File: src/rtl/iob_pwm_deadtime_if.sv
// Bundle of control and gate-drive signals between the PWM core side and the
// dead-time stage. The master drives the PWM/control inputs, the slave
// (the dead-time block) drives the gate outputs and status.
interface iob_pwm_deadtime_if #(
  parameter int DT_W = 8
);
  logic            en;
  logic            pwm_in;
  logic [DT_W-1:0] dead_time;
  logic            fault_in;
  logic            fault_clr;
  logic            out_h;
  logic            out_l;
  logic            dt_active;
  logic            fault_latched;

  modport master (
    output en, pwm_in, dead_time, fault_in, fault_clr,
    input  out_h, out_l, dt_active, fault_latched
  );

  modport slave (
    input  en, pwm_in, dead_time, fault_in, fault_clr,
    output out_h, out_l, dt_active, fault_latched
  );
endinterface

File: src/rtl/iob_pwm_deadtime.sv
// Complementary gate driver with programmable dead time and latched fault
// shutdown. A single-ended PWM is turned into a high-side/low-side pair that
// are never on together; every hand-over between the two sides passes through
// a both-off dead-time state lasting dead_time+1 cycles.
//
// Interface handshake: there is no valid/ready handshake on this block. All
// inputs except fault_in are level signals synchronous to clk and are sampled
// on every rising edge; fault_clr is a single-cycle pulse. fault_in is
// asynchronous and is synchronized internally.
module iob_pwm_deadtime #(
  parameter int DT_W     = 8,
  parameter int FLT_SYNC = 2
) (
  input  logic                clk,
  input  logic                rst,
  iob_pwm_deadtime_if.slave   bus,
  output logic [2:0]          dbg_state_o
);

  // Fewer than two flops would not protect against metastability.
  localparam int SYNC_N = (FLT_SYNC < 2) ? 2 : FLT_SYNC;

  typedef enum logic [2:0] {
    ST_OFF   = 3'd0,
    ST_DT_H  = 3'd1,
    ST_H_ON  = 3'd2,
    ST_DT_L  = 3'd3,
    ST_L_ON  = 3'd4,
    ST_FAULT = 3'd5
  } state_t;

  state_t            state_q, state_d;
  logic [DT_W-1:0]   cnt_q, cnt_d;
  logic              pwm_q;
  logic [SYNC_N-1:0] sync_q;
  logic              fault_s;
  logic              out_h_q, out_l_q, dt_active_q, fault_latched_q;

  assign fault_s = sync_q[SYNC_N-1];

  // Input capture: one register stage on pwm_in, synchronizer chain on fault_in.
  always_ff @(posedge clk or negedge rst) begin
    if (!rst) begin
      pwm_q  <= 1'b0;
      sync_q <= '0;
    end else begin
      pwm_q  <= bus.pwm_in;
      sync_q <= {sync_q[SYNC_N-2:0], bus.fault_in};
    end
  end

  // Next-state and counter decode; fault beats disable beats normal flow.
  always_comb begin
    state_d = state_q;
    cnt_d   = cnt_q;
    if (fault_s) begin
      state_d = ST_FAULT;
    end else if (state_q == ST_FAULT) begin
      // A clear is honoured only once the synchronized fault has gone away.
      if (bus.fault_clr) state_d = ST_OFF;
    end else if (!bus.en) begin
      state_d = ST_OFF;
    end else begin
      unique case (state_q)
        ST_OFF: begin
          // Leaving OFF always goes through a fresh dead time.
          state_d = pwm_q ? ST_DT_H : ST_DT_L;
          cnt_d   = bus.dead_time;
        end
        ST_DT_H: begin
          if (!pwm_q) begin
            // Pulse shorter than the dead time: high side never turns on.
            state_d = ST_L_ON;
          end else if (cnt_q == '0) begin
            state_d = ST_H_ON;
          end else begin
            cnt_d = cnt_q - 1'b1;
          end
        end
        ST_DT_L: begin
          if (pwm_q) begin
            state_d = ST_H_ON;
          end else if (cnt_q == '0) begin
            state_d = ST_L_ON;
          end else begin
            cnt_d = cnt_q - 1'b1;
          end
        end
        ST_H_ON: begin
          if (!pwm_q) begin
            state_d = ST_DT_L;
            cnt_d   = bus.dead_time;
          end
        end
        ST_L_ON: begin
          if (pwm_q) begin
            state_d = ST_DT_H;
            cnt_d   = bus.dead_time;
          end
        end
        default: state_d = ST_OFF;
      endcase
    end
  end

  // State, counter and outputs registered together from the next-state decode,
  // so the gate pins change on the same edge as the state.
  always_ff @(posedge clk or negedge rst) begin
    if (!rst) begin
      state_q         <= ST_OFF;
      cnt_q           <= '0;
      out_h_q         <= 1'b0;
      out_l_q         <= 1'b0;
      dt_active_q     <= 1'b0;
      fault_latched_q <= 1'b0;
    end else begin
      state_q         <= state_d;
      cnt_q           <= cnt_d;
      out_h_q         <= (state_d == ST_H_ON);
      out_l_q         <= (state_d == ST_L_ON);
      dt_active_q     <= (state_d == ST_DT_H) || (state_d == ST_DT_L);
      fault_latched_q <= (state_d == ST_FAULT);
    end
  end

  assign bus.out_h         = out_h_q;
  assign bus.out_l         = out_l_q;
  assign bus.dt_active     = dt_active_q;
  assign bus.fault_latched = fault_latched_q;
  assign dbg_state_o       = state_q;

endmodule

File: src/flat_wrapper.sv
// flat-port wrapper written by rule: the top's interface ports become plain ports
module iob_pwm_deadtime_flat 
#(
  parameter int DT_W     = 8,
  parameter int FLT_SYNC = 2
)
  (clk, rst, dbg_state_o, bus_en, bus_pwm_in, bus_dead_time, bus_fault_in, bus_fault_clr, bus_out_h, bus_out_l, bus_dt_active, bus_fault_latched);
  iob_pwm_deadtime_if #(.DT_W(DT_W)) bus_i ();
  input  logic clk;
  input  logic rst;
  output logic [2:0] dbg_state_o;
  input wire logic [$bits(bus_i.en)-1:0] bus_en;
  input wire logic [$bits(bus_i.pwm_in)-1:0] bus_pwm_in;
  input wire logic [$bits(bus_i.dead_time)-1:0] bus_dead_time;
  input wire logic [$bits(bus_i.fault_in)-1:0] bus_fault_in;
  input wire logic [$bits(bus_i.fault_clr)-1:0] bus_fault_clr;
  output wire logic [$bits(bus_i.out_h)-1:0] bus_out_h;
  output wire logic [$bits(bus_i.out_l)-1:0] bus_out_l;
  output wire logic [$bits(bus_i.dt_active)-1:0] bus_dt_active;
  output wire logic [$bits(bus_i.fault_latched)-1:0] bus_fault_latched;
  assign bus_i.en = bus_en;
  assign bus_i.pwm_in = bus_pwm_in;
  assign bus_i.dead_time = bus_dead_time;
  assign bus_i.fault_in = bus_fault_in;
  assign bus_i.fault_clr = bus_fault_clr;
  assign bus_out_h = bus_i.out_h;
  assign bus_out_l = bus_i.out_l;
  assign bus_dt_active = bus_i.dt_active;
  assign bus_fault_latched = bus_i.fault_latched;
  iob_pwm_deadtime #(.DT_W(DT_W), .FLT_SYNC(FLT_SYNC)) u_core (.clk(clk), .rst(rst), .bus(bus_i), .dbg_state_o(dbg_state_o));
endmodule
File: config.mk
export PLATFORM = sky130hd
export DESIGN_NAME = iob_pwm_deadtime_flat
export DESIGN_NICKNAME = d
export VERILOG_FILES = /design/src/rtl/iob_pwm_deadtime_if.sv /design/src/rtl/iob_pwm_deadtime.sv /design/src/flat_wrapper.sv
export SDC_FILE = /design/constraint.sdc
export NUM_CORES = 1
export LEC_CHECK = 0
export ABC_AREA = 1
export CORE_MARGIN = 2
export CORE_UTILIZATION = 50
export DETAILED_ROUTE_END_ITERATION = 12
export GPL_ROUTABILITY_DRIVEN = 0
export PLACE_DENSITY = 0.77
export SYNTH_ARGS = -nofsm -noshare
export SYNTH_HDL_FRONTEND = slang
export SYNTH_SLANG_ARGS = --single-unit
File: constraint.sdc
create_clock -name clk -period 2.1 [get_ports clk]
set_input_delay 0.315 -clock clk [delete_from_list [all_inputs] [get_ports clk]]
set_output_delay 0.315 -clock clk [all_outputs]
set_load 0.02 [all_outputs]
# Yosys cells after proc, flatten, opt, wreduce, memory -nomap -nowiden
# Index checks and enable logic that the tools add are counted.
dict set report classes {
  n_addsub 1
  eq_ne 14
  mux 18
  bitwise_logic 2
  reduce_logical 5
}
# op count
set ops {}
lappend ops {{8-bit two-way mux} 5}
lappend ops {{8-bit one-hot mux with 5 select lines} 1}
lappend ops {{3-bit two-way mux} 10}
lappend ops {{3-bit one-hot mux with 5 select lines} 1}
lappend ops {{3-bit by 2-bit equality test with 1-bit output, second input constant} 4}
lappend ops {{3-bit equality test, second input constant} 4}
lappend ops {{8-bit zero test} 1}
lappend ops {{8-bit AND reduction} 1}
lappend ops {{8-bit by 1-bit subtractor with 8-bit output, second input constant} 1}
lappend ops {{3-bit by 1-bit equality test with 1-bit output, second input constant} 2}
lappend ops {{5-bit nonzero test} 1}
lappend ops {{2-bit by 1-bit inequality test with 1-bit output, second input constant} 2}
lappend ops {{2-bit inequality test, second input constant} 2}
lappend ops {{3-bit zero test} 1}
lappend ops {{2-bit two-way mux} 1}
lappend ops {{1-bit NOT} 2}
lappend ops {{1-bit logical OR} 1}
dict set report totals {
  register_bits 18
  inputBits 14
  output_inout_bits 7
}

# Depth between registers and ports, before layout
dict set report depth {
  ltp_word 9
  depth_mapped 10
  depth_no_buf 10
}

# Least setup slack after synthesis
# OpenSTA, ideal clock, no wires.
dict set report synth_timing {
  path_type {reg-to-reg}
  startpoint {reg u_core.cnt_q[0]}
  endpoint {reg u_core.cnt_q[7]}
  setup_time_ns 0.117
  arrival_ns 1.360
  path_slack_ns 0.623
  stages_incl_launch_ff 11
  period_less_slack_ns 1.477
  cell_sequence {dfrtp_1 > inv_1 > ha_1 > nand2_1 > nor2_4 > nand2_2 > nand3_4 > inv_4 > buf_12 > nand3_2 > nand2_1}
}
dict set report synth_via {
  elab_chain_cells 4
  word_cells_on_any_way 6
  classes_between {add/sub (1); mux (4); reduce/logical (1)}
}
# item line_no
set synth_rtl {}
lappend synth_rtl {{start, declared} iob_pwm_deadtime.sv:33} ;# logic [DT_W-1:0] cnt_q, cnt_d;
lappend synth_rtl {{start signal, assigned} iob_pwm_deadtime.sv:118} ;# cnt_q <= cnt_d;
lappend synth_rtl {{8-bit by 1-bit subtractor with 8-bit output or 8-bit zero test (tied branches)} --}
lappend synth_rtl {{8-bit two-way mux *} {iob_pwm_deadtime.sv:74, iob_pwm_deadtime.sv:83}}
lappend synth_rtl {{8-bit two-way mux, on equally long branches} {iob_pwm_deadtime.sv:81, iob_pwm_deadtime.sv:71}}
lappend synth_rtl {{8-bit one-hot mux with 5 select lines *} iob_pwm_deadtime.sv:64} ;# unique case (state_q)
# Mark *: on every way between the ends. The rest lies on a longest branch, timed or not. The select of a mux whose other input is x is not followed.
# A chain may end at the register's enable or synchronous reset.

# Worst setup path after layout
dict set report layout_timing {
  startpoint {reg u_core.state_q[0], in the netlist u_core.dbg_state_o[0]}
  endpoint {out dbg_state_o[0]}
}
# item line_no
set layout_lines {}
lappend layout_lines {{start, declared} iob_pwm_deadtime.sv:32} ;# state_t state_q, state_d;
lappend layout_lines {{start signal, assigned} iob_pwm_deadtime.sv:117} ;# state_q <= state_d;
lappend layout_lines {{end, declared} flat_wrapper.sv:11} ;# output logic [2:0] dbg_state_o;
# No word-level cell between the ends.

==> results_dict.tcl <==
set metrics [dict create \
    status "complete, no violations" \
    crit_slowest_cell "clkdlybuf4s50_1" \
    wl_mm 2.236 \
    worstSkewPairLatency_ns 0.29 \
    synth-edff-count 0 \
    cts_root_buf "clkbuf_4" \
    worst-endpoint-required_ns 1.78 \
    arrival_ns 1.49 \
    wire_per_inst_microns 12.09 \
    max-vdd-ir-drop_uv 569.0 \
    drive_gt1_share_pct 18.99 \
    max_cap_viol_count 0 \
    drt_iter0_markers 25 \
    hold_slack_ns 0.3395 \
    antenna_found_initial 0 \
    die_h_microns 50.47 \
    p_sw_mw 0.4225 \
    post_cts_resized 0 \
    ys.flop_type "dfrtp_1" \
    final_util_pct 66.25 \
    cts_tree "built" \
    worst-path-max-fanout 8 \
    die_w_microns 50.47 \
    synth_area_leader_cell "dfrtp_1" \
    grt_pass1_wl_mm 3.726 \
    fillers 177 \
    area_growth_syn_to_layout_pct 22.83 \
    grt_max_degree 19 \
    crit_chain "clkdlybuf4s50_1" \
    final_nets 174 \
    synth_cell_types 25 \
    fmax_mhz 554.4 \
    cts_max_path_buffers 2 \
    initial_utilization_pct 53.94 \
    avgSynthCellArea_sq_um 7.998 \
    combPwrFrac_pct 37.4 \
    finalHoldViolCount 0 \
    yosysTopAreaCellShare_pct 41.71 \
    ant_nets 0 \
    r2r_slack_ns 0.50 \
    p_clk_share_pct 19.0 \
    r2r_end "u_core.cnt_q[1]" \
    synth.most_common_cell "nand2_1" \
    viasPerCell 5.011 \
    cts_max_level 1 \
    worst_pin_slew_ns 0.3094 \
    syn_area_sq_mm 0.001080 \
    clkSlewWorstSetupHoldPaths_ns 0.10 \
    grt_pass1_vias 826 \
    maxSlewHeadroom_pct 79.37 \
    grt_remaining_overflow 0 \
    end_kind "output port" \
    yosysSeqAreaShare_pct 41.71 \
    grt_use_total_pct 19.63 \
    netSwitchingFraction_pct 37.84 \
    fin_tns_setup_ns 0 \
    p_int_mw 0.6941 \
    fin_crit_sh_pct 85.90 \
    crit_cells 1 \
    power.density_mw_per_mm2 841.9 \
    drv_slew 0 \
    fin_skew_ns 0.007599 \
    place_hpwl_mm 1.670 \
    rr_startpoint "u_core.cnt_q[0]" \
    die-area_sq_mm 0.002547 \
    p_leak_nw 0.6201 \
    hp-class "input port to asynchronous set/reset pin" \
    clock-sinks 18 \
    vias 927 \
    netlist_top_cells_area "dfrtp_1 (42%), nand2_1 (11%), nor2_1 (4.9%)" \
    reg2reg_depth 9 \
    cts_setup_buffers 0 \
    seqPwrFrac_pct 43.6 \
    finalSetupViolations 0 \
    critPathCapture "dbg_state_o[0]" \
    crit_path_start "u_core.dbg_state_o[0]" \
    async_flop_share_pct 100.0 \
    synth_commonest_cells "nand2_1 (33), dfrtp_1 (18), nor2_1 (14)" \
    yosysWarningCount 0 \
    timing_worst_setup_path_type "flop to output port" \
    path_buf_inv 1 \
    io_pins 21 \
    synthesis.nets 150 \
    hold_buffers 0 \
    diodes 0 \
    first_pass_iters 4 \
    drcViolationCount 0 \
    path_delay_family "buffers and inverters" \
    fp.coreArea_sq_mm 0.002002 \
    slowest_delay_ns 0.67 \
    finalCriticalPeriod_ns 1.804 \
    ys_ff_latch 18 \
    row_count 16 \
    syn_inst 135 \
    place.port_buffers 20 \
    rsz0062_at_grt "false" \
    cts_buffers 3 \
    start_kind "flop" \
]
==> cells by family after synthesis <==
group	Yosys count	share of synthesized area [%]
simple gates	73	33.84
compound gates	20	11.36
buf+inv	20	9.386
flops	18	41.71
xor+xnor	2	1.623
mux	1	0.9270
fa+ha+maj	1	1.159
==> cells in the final DEF (no fill, tap or decap) <==
cell type / instances
mux2i_1: 1
nand4_1: 2
nor2_1: 14
o21ai_1: 6
nor2_4: 2
nand3_1: 8
or2_1: 1
clkbuf_8: 1
nand2_2: 6
a211oi_1: 1
nor2_2: 2
a31oi_1: 1
nand3_4: 1
buf_4: 1
nand2_1: 33
o21ai_2: 5
a21oi_1: 2
clkdlybuf4s50_1: 20
o21ai_0: 5
inv_2: 4
xnor2_1: 2
nand3_2: 4
inv_1: 13
inv_4: 1
ha_1: 1
clkbuf_4: 3
dfrtp_1: 18
==> how the worst min path moves through the flow <==
stage	start	to	slack, ns	depth (start not counted)
2_1_floorplan	rst	u_core.bus.dt_active	0.02	0
3_3_place_gp	u_core.sync_q[0]	u_core.sync_q[1]	0.34	0
3_5_place_dp	u_core.sync_q[0]	u_core.sync_q[1]	0.35	0
4_1_cts	rst	u_core.cnt_q[7]	0.34	2
5_1_grt	rst	u_core.cnt_q[4]	0.33	2
6_report	rst	u_core.cnt_q[7]	0.34	2
==> area by class of cell <==
class                   count  area [sq um]  area share (%)
multi-input cells          97         528.0           39.81
flip-flops and latches     18         450.4           33.96
repair buffers             21         207.7           15.66
inverters                  18         70.07           5.283
clock buffers               4         36.28           2.736
well taps                  27         33.78           2.547
==> flip-flops by register name (all words and copies together) (netlist names) <==
| signal | count |
|---|---|
| u_core.cnt_q | 8 |
| u_core.dbg_state_o | 3 |
| u_core.sync_q | 2 |
| u_core.bus.dt_active | 1 |
| u_core.bus.fault_latched | 1 |
| u_core.bus.out_h | 1 |
| u_core.bus.out_l | 1 |
| u_core.pwm_q | 1 |
==> stage by stage <==
stage	cell area (sq um)	std cells	power (mW)	setup WS (ns)
6_report	1326	185	1.117	0.2962
5_1_grt	1326	185	1.221	0.2170
2_1_floorplan	1080	135	0.8002	0.6232
3_3_place_gp	1290	181	0.9013	0.4671
4_1_cts	1326	185	1.131	0.2832
3_5_place_dp	1290	181	0.9096	0.4454
==> power by group through the flow <==
| stage | Clock (mW) | Sequential [mW] | Combinational, mW |
|---|---|---|---|
| floorplan | 0 | 0.489 | 0.311 |
| global placement | 0 | 0.492 | 0.409 |
| detailed placement | 0 | 0.492 | 0.417 |
| CTS | 0.226 | 0.486 | 0.419 |
| global route | 0.249 | 0.497 | 0.476 |
| finish | 0.212 | 0.487 | 0.418 |
==> per-layer routing <==
| metal | vias to the layer above | routed length (microns) | track usage (%) |
|---|---|---|---|
| li1 | 474 | - | - |
| met1 | 422 | 1092 | 28.19 |
| met2 | 25 | 1019 | 28.51 |
| met3 | 6 | 87 | 4.762 |
| met4 | 0 | 36 | 7.658 |
| met5 | - | 0 | 0 |
==> worst reg2reg max path, stage by stage, from the launching register on <==
cell     delay [ns]
dfrtp_1        0.39
inv_1          0.11
ha_1           0.28
nand2_1        0.14
nor2_4         0.16
nand2_2        0.08
nand3_4        0.09
inv_4          0.10
nand2_1        0.10
o21ai_2        0.06
(Power assumes the default switching activity.)
